<file path="src/rtl/id_ex_pipe_reg.sv">
// ID/EX pipeline register: captures the decoded bundle for execute, honours
// hazard-unit stall/flush and keeps saturating stall/bubble counters.
module id_ex_pipe_reg #(
  parameter int XLEN  = 32,
  parameter int CNT_W = 16
) (
  input  logic             clk,
  input  logic             rst,
  input  logic             stall_e,
  input  logic             flush_e,
  input  logic             valid_d,
  input  logic             RegWriteD,
  input  logic             ALUSrcD,
  input  logic             MemWriteD,
  input  logic [1:0]       ResultSrcD,
  input  logic             BranchD,
  input  logic             JumpD,
  input  logic [2:0]       ALUControlD,
  input  logic [2:0]       funct3D,
  input  logic [XLEN-1:0]  RD1D,
  input  logic [XLEN-1:0]  RD2D,
  input  logic [XLEN-1:0]  ImmExtD,
  input  logic [XLEN-1:0]  PCD,
  input  logic [XLEN-1:0]  PCPlus4D,
  input  logic [4:0]       Rs1D,
  input  logic [4:0]       Rs2D,
  input  logic [4:0]       RdD,
  output logic             RegWriteE,
  output logic             ALUSrcE,
  output logic             MemWriteE,
  output logic             BranchE,
  output logic             JumpE,
  output logic [1:0]       ResultSrcE,
  output logic [2:0]       ALUControlE,
  output logic [2:0]       funct3E,
  output logic [XLEN-1:0]  RD1E,
  output logic [XLEN-1:0]  RD2E,
  output logic [XLEN-1:0]  ImmExtE,
  output logic [XLEN-1:0]  PCE,
  output logic [XLEN-1:0]  PCPlus4E,
  output logic [4:0]       Rs1E,
  output logic [4:0]       Rs2E,
  output logic [4:0]       RdE,
  output logic             valid_e,
  output logic [CNT_W-1:0] stall_cnt,
  output logic [CNT_W-1:0] bubble_cnt
);

  logic             reg_write_q, reg_write_d;
  logic             alu_src_q, alu_src_d;
  logic             mem_write_q, mem_write_d;
  logic             branch_q, branch_d;
  logic             jump_q, jump_d;
  logic [1:0]       result_src_q, result_src_d;
  logic [2:0]       alu_control_q, alu_control_d;
  logic [2:0]       funct3_q, funct3_d;
  logic [XLEN-1:0]  rd1_q, rd1_d;
  logic [XLEN-1:0]  rd2_q, rd2_d;
  logic [XLEN-1:0]  imm_ext_q, imm_ext_d;
  logic [XLEN-1:0]  pc_q, pc_d;
  logic [XLEN-1:0]  pc_plus4_q, pc_plus4_d;
  logic [4:0]       rs1_q, rs1_d;
  logic [4:0]       rs2_q, rs2_d;
  logic [4:0]       rd_q, rd_d;
  logic             valid_q, valid_d_int;
  logic [CNT_W-1:0] stall_cnt_q, stall_cnt_d;
  logic [CNT_W-1:0] bubble_cnt_q, bubble_cnt_d;

  always_comb begin
    reg_write_d   = reg_write_q;
    alu_src_d     = alu_src_q;
    mem_write_d   = mem_write_q;
    branch_d      = branch_q;
    jump_d        = jump_q;
    result_src_d  = result_src_q;
    alu_control_d = alu_control_q;
    funct3_d      = funct3_q;
    rd1_d         = rd1_q;
    rd2_d         = rd2_q;
    imm_ext_d     = imm_ext_q;
    pc_d          = pc_q;
    pc_plus4_d    = pc_plus4_q;
    rs1_d         = rs1_q;
    rs2_d         = rs2_q;
    rd_d          = rd_q;
    valid_d_int   = valid_q;
    stall_cnt_d   = stall_cnt_q;
    bubble_cnt_d  = bubble_cnt_q;

    if (flush_e) begin
      // Bubble: everything cleared so nothing downstream can act on stale data.
      reg_write_d   = 1'b0;
      alu_src_d     = 1'b0;
      mem_write_d   = 1'b0;
      branch_d      = 1'b0;
      jump_d        = 1'b0;
      result_src_d  = '0;
      alu_control_d = '0;
      funct3_d      = '0;
      rd1_d         = '0;
      rd2_d         = '0;
      imm_ext_d     = '0;
      pc_d          = '0;
      pc_plus4_d    = '0;
      rs1_d         = '0;
      rs2_d         = '0;
      rd_d          = '0;
      valid_d_int   = 1'b0;
      if (bubble_cnt_q != '1) bubble_cnt_d = bubble_cnt_q + CNT_W'(1);
    end else if (stall_e) begin
      if (stall_cnt_q != '1) stall_cnt_d = stall_cnt_q + CNT_W'(1);
    end else begin
      // Control is gated by valid_d; data fields load unconditionally.
      reg_write_d   = RegWriteD & valid_d;
      alu_src_d     = ALUSrcD & valid_d;
      mem_write_d   = MemWriteD & valid_d;
      branch_d      = BranchD & valid_d;
      jump_d        = JumpD & valid_d;
      result_src_d  = valid_d ? ResultSrcD : 2'b00;
      alu_control_d = valid_d ? ALUControlD : 3'b000;
      funct3_d      = funct3D;
      rd1_d         = RD1D;
      rd2_d         = RD2D;
      imm_ext_d     = ImmExtD;
      pc_d          = PCD;
      pc_plus4_d    = PCPlus4D;
      rs1_d         = Rs1D;
      rs2_d         = Rs2D;
      rd_d          = RdD;
      valid_d_int   = valid_d;
    end
  end

  always_ff @(posedge clk) begin
    if (!rst) begin
      reg_write_q   <= 1'b0;
      alu_src_q     <= 1'b0;
      mem_write_q   <= 1'b0;
      branch_q      <= 1'b0;
      jump_q        <= 1'b0;
      result_src_q  <= '0;
      alu_control_q <= '0;
      funct3_q      <= '0;
      rd1_q         <= '0;
      rd2_q         <= '0;
      imm_ext_q     <= '0;
      pc_q          <= '0;
      pc_plus4_q    <= '0;
      rs1_q         <= '0;
      rs2_q         <= '0;
      rd_q          <= '0;
      valid_q       <= 1'b0;
      stall_cnt_q   <= '0;
      bubble_cnt_q  <= '0;
    end else begin
      reg_write_q   <= reg_write_d;
      alu_src_q     <= alu_src_d;
      mem_write_q   <= mem_write_d;
      branch_q      <= branch_d;
      jump_q        <= jump_d;
      result_src_q  <= result_src_d;
      alu_control_q <= alu_control_d;
      funct3_q      <= funct3_d;
      rd1_q         <= rd1_d;
      rd2_q         <= rd2_d;
      imm_ext_q     <= imm_ext_d;
      pc_q          <= pc_d;
      pc_plus4_q    <= pc_plus4_d;
      rs1_q         <= rs1_d;
      rs2_q         <= rs2_d;
      rd_q          <= rd_d;
      valid_q       <= valid_d_int;
      stall_cnt_q   <= stall_cnt_d;
      bubble_cnt_q  <= bubble_cnt_d;
    end
  end

  assign RegWriteE   = reg_write_q;
  assign ALUSrcE     = alu_src_q;
  assign MemWriteE   = mem_write_q;
  assign BranchE     = branch_q;
  assign JumpE       = jump_q;
  assign ResultSrcE  = result_src_q;
  assign ALUControlE = alu_control_q;
  assign funct3E     = funct3_q;
  assign RD1E        = rd1_q;
  assign RD2E        = rd2_q;
  assign ImmExtE     = imm_ext_q;
  assign PCE         = pc_q;
  assign PCPlus4E    = pc_plus4_q;
  assign Rs1E        = rs1_q;
  assign Rs2E        = rs2_q;
  assign RdE         = rd_q;
  assign valid_e     = valid_q;
  assign stall_cnt   = stall_cnt_q;
  assign bubble_cnt  = bubble_cnt_q;

endmodule

</file>
<file path="config.mk">
export PLATFORM = sky130hd
export DESIGN_NAME = id_ex_pipe_reg
export DESIGN_NICKNAME = d
export VERILOG_FILES = /design/src/rtl/id_ex_pipe_reg.sv
export SDC_FILE = /design/constraint.sdc
export NUM_CORES = 1
export LEC_CHECK = 0
export CAP_MARGIN = 0
export CORE_AREA = 2 2 160 162
export CTS_BUF_LIST = sky130_fd_sc_hd__clkbuf_16
export CTS_CLUSTER_DIAMETER = 60
export DETAILED_ROUTE_END_ITERATION = 10
export DIE_AREA = 0 0 162 164
export HOLD_SLACK_MARGIN = 0.06
export PLACE_DENSITY = 0.79
export SLEW_MARGIN = 20
export SYNTH_ARGS = -nofsm -noshare
export SYNTH_HDL_FRONTEND = slang
export SYNTH_SLANG_ARGS = --single-unit
</file>
<file path="constraint.sdc">
create_clock -name clk -period 1.95 [get_ports clk]
set_input_delay 0.195 -clock clk [delete_from_list [all_inputs] [get_ports clk]]
set_output_delay 0.195 -clock clk [all_outputs]
set_load 0.01 [all_outputs]
</file>
Word-level counts from Yosys, hierarchy flattened
Cells that the tools add are included.

Bits of input ports: 193. Register bits: 221. Output and inout port bits: 221.

Reductions and logical operators: 3. Muxes and demuxes: 2. Bitwise gates (word level): 7. Equality and inequality tests: 2. $add $sub $neg: 2.

Operator list (count): 16-bit by 1-bit adder with 16-bit output (second input constant) (2); 16-bit != test (second input constant) (2); 1-bit AND (5); 3-bit 2-to-1 mux (1); 3-bit AND reduction (1); 2-bit 2-to-1 mux (1); 1-bit NOT (2); 2-bit AND reduction (1); 2-bit OR reduction (1).

Logic depth before layout (Yosys ltp)
Word-level depth: 2. Depth in mapped cells: 6.

Least setup slack after synthesis
OpenSTA, ideal clock, no wires.

Path kind: register to register. Start point: reg stall_cnt_q[0] (netlist: stall_cnt[0]). End point: reg stall_cnt_q[4] (netlist: stall_cnt[4]). Cell stages (with the launch flop): 6. Clock period less this slack: 1659 ps. Path slack: 291 ps. Path buffers: 0. Arrival: 1539 ps. Cells stage by stage: dfxtp_1 > ha_1 > and4_1 > a41oi_1 > nand4_1 > mux2i_1.

Longest elaborated chain between the ends: 2. Elaborated cells between the ends (all ways): 3. Those cells by class: add/sub: 1; eq/ne: 1; reduce/logical: 1.

Ends and longest elaborated chain: from (decl) (line 66) `logic [CNT_W-1:0] stall_cnt_q, stall_cnt_d;`; from (signal assigned) (line 173) `stall_cnt_q <= stall_cnt_d;`; parallel branches: the longest is 2 deep, another holds 16-bit by 1-bit adder with 16-bit output.

Several ways; the timed one is not identified. A chain may end at the register's enable or synchronous reset.

Worst setup path after layout
Start point: reg bubble_cnt_q[2] (netlist: bubble_cnt[2]). End point: out bubble_cnt[2].

RTL lines: from (decl) (line 67) `logic [CNT_W-1:0] bubble_cnt_q, bubble_cnt_d;`; from (signal assigned) (line 174) `bubble_cnt_q <= bubble_cnt_d;`; to (decl) (line 46) `output logic [CNT_W-1:0] bubble_cnt`.

No word-level cell between the ends.

==> reports/qor.csv <==
metric;value;unit
status;complete, no violations;
post-DP HPWL;18100;µm
cell count after synthesis;804;
Internal Power;8.29;mW
Worst-path clk slew;0.06;ns
vias in the first global route;7115;
WL/cell;15.8;µm
sequential area share after synthesis;0.537;
CTS max path bufs;3;
Switching Share;0.227;
Yosys cell types;43;
initial antenna violation count;0;
post-DR vias/cell;4.65;
asr flop ratio synth;0;
peak supply drop;677;µV
first-pass GRT wire length;37300;µm
Power Density;790;nW/µm²
Starting Density;0.332;
dominant cells by area after synthesis;dfxtp_1, mux2i_1, nor2_1;
pin count of the biggest net entering global routing;81;
NumNets Final;1405;
I/O pins;414;
startpoint types;register;
Synth area leader;dfxtp_1;
die width;162;µm
Clock Skews;0.00966;ns
max-cap viol count;0;
Mapped Area;8230;µm²
Setup-failing EPs final;0;
flops & latches, synth;221;
Psw;2.43;mW
Slowest-stage cell, CP;clkdlybuf4s50_1;
area grow syn2layout;64.9;%
DRC violations left;0;
clock network power share;0.442;
CTS H-tree depth;1;
sequential share of power;0.441;
critical path class;register to output pin;
Routed WL;24700;µm
Comb power frac;0.117;
most numerous cell in the Yosys netlist;dfxtp_1;
RSZ-0062 raised after global routing;no;
die footprint;26600;µm²
Die Y;164;µm
CTS Sinks;221;
Critical Path RT;1.75;ns
HP Class;input pin to register;
row cnt;58;
Slew headroom;0.595;
clk_lat worst skew;0.52;ns
Max Freq;0.560;GHz
buffers plus inverters on the worst setup path;1;
CTS buffer count;25;
Critical Path AT;1.59;ns
Yosys top cell area share;0.537;
ANT nets after route;0;
Tmin final;1.79;ns
Warnings, synthesis;0;
via count;7250;
CP endpoint kind;output pin;
Port Buf Inserts;413;
first-pass detailed-route iteration total;5;
Overall Global Routing Usage;0.173;
Detailed Route Iter0 Violations;333;
layout cells sized above 1;0.0464;
CTS tree;built;
hold slack final;0.281;ns
P_leak;5.45;nW
crit-path max cell delay;0.61;ns
Slew Limit Fails;0;
GR Overflow Total;0;
ys flop type;dfxtp_1;
family with the most delay on the worst path;buffers and inverters;
Synth Net Count;999;
setup TNS;0;ns
Post-synth top cells;dfxtp_1, nor2_1, mux2i_1;
Root Driver;clkbuf_16;
number of diodes;0;
Crit Path Max Fanout;8;
Final Hold Viols;0;
syn_area_per_cell;10.2;µm²
gpl congestion;0.841;
Worst Tran Pin Value;0.607;ns
final period utilization;0.915;
worst path cell trace;clkdlybuf4s50_1;
EDFF count, synth;0;
Post-CTS Resized;0;
Core Region;24800;µm²
[per-layer routing]
metal | part of all wire | global-route usage | wire length [µm] | up-vias
li1 | - | - | - | 3600
met1 | 0.38 | 0.192 | 9410 | 3314
met2 | 0.49 | 0.312 | 12100 | 292
met3 | 0.11 | 0.0646 | 2600 | 44
met4 | 0.022 | 0.0479 | 551 | 0
met5 | 0 | 0 | 0 | -
[repair_timing]
item                                   CTS  global route
buffers inserted                         0             0
endpoints found under the hold margin   10             0
hold buffers                             1             0
[flip-flops by register name, indices dropped and copies added, names as in the netlist]
signal	flops
JumpE	1
MemWriteE	1
RegWriteE	1
funct3E	3
valid_e	1
RD1E	32
Rs2E	5
RdE	5
stall_cnt	16
RD2E	32
BranchE	1
ALUSrcE	1
ALUControlE	3
ImmExtE	32
ResultSrcE	2
PCPlus4E	32
Rs1E	5
bubble_cnt	16
PCE	32
[cell type report]
class,instances,area (µm²)
repair buffers,430,4330
clock inverters,21,209
fillers,2134,11200
multi-input cells,526,3550
clock buffers,25,626
inverters,6,22.5
flip-flops and latches,221,4420
well taps,330,413
[worst paths after layout]
path                               startpoint              to  slack (ns)  cells after the start
worst max-delay path            bubble_cnt[2]   bubble_cnt[2]        0.16                      1
worst min-delay path              PCPlus4D[0]     PCPlus4E[0]        0.28                      3
worst max register to register  bubble_cnt[0]  bubble_cnt[14]        0.17                      5
worst min register to register   PCPlus4E[22]    PCPlus4E[22]        0.49                      2
[power by group through the flow]
| stage | clock network, mW | registers (mW) | logic (mW) |
|---|---|---|---|
| 3_3_place_gp | 0 | 4.81 | 1.25 |
| 4_1_cts | 4.89 | 4.72 | 1.27 |
| 6_report | 4.74 | 4.72 | 1.26 |
| 2_1_floorplan | 0 | 4.88 | 0.436 |
| 3_5_place_dp | 0 | 4.82 | 1.26 |
| 5_1_grt | 5.08 | 4.74 | 1.35 |
[placed cells by master, fill, tap and decap left out, types with 8 or more instances in the layout]
cell             count
a21oi_1             15
nand3_1             13
o31ai_1              8
dfxtp_1            221
clkbuf_16           25
inv_1               14
nor2_1             198
clkdlybuf4s50_1    412
nand4_1              9
nand2_1             14
mux2i_1            182
a22oi_1             10
buf_4               11
[kinds of logic (layout without fill, tap and decap cells)]
group | after synthesis | after routing | synth area share
AND/OR/NAND/NOR | 280 | 280 | 0.154
flip-flops | 221 | 221 | 0.537
multiplexers | 182 | 182 | 0.221
AO/OA/AOI/OAI | 58 | 58 | 0.0482
buffers and inverters | 57 | 482 | 0.0322
XOR/XNOR | 4 | 4 | 0.00426
adder cells (fa/ha/maj) | 2 | 2 | 0.00304
[metrics by stage]
| stage | area, µm² | power [mW] | utilization | std cells | worst slack, ns |
|---|---|---|---|---|---|
| 2_1_floorplan | 8230 | 5.31 | - | 804 | 0.291 |
| 3_3_place_gp | 12700 | 6.06 | 0.513 | 1512 | 0.167 |
| 3_5_place_dp | 12700 | 6.08 | 0.513 | 1512 | 0.123 |
| 4_1_cts | 13600 | 10.9 | 0.547 | 1559 | 0.146 |
| 5_1_grt | 13600 | 11.2 | 0.547 | 1559 | 0.0365 |
| 6_report | 13600 | 10.7 | 0.547 | 1559 | 0.165 |
Power figures use the tool's default switching activity.
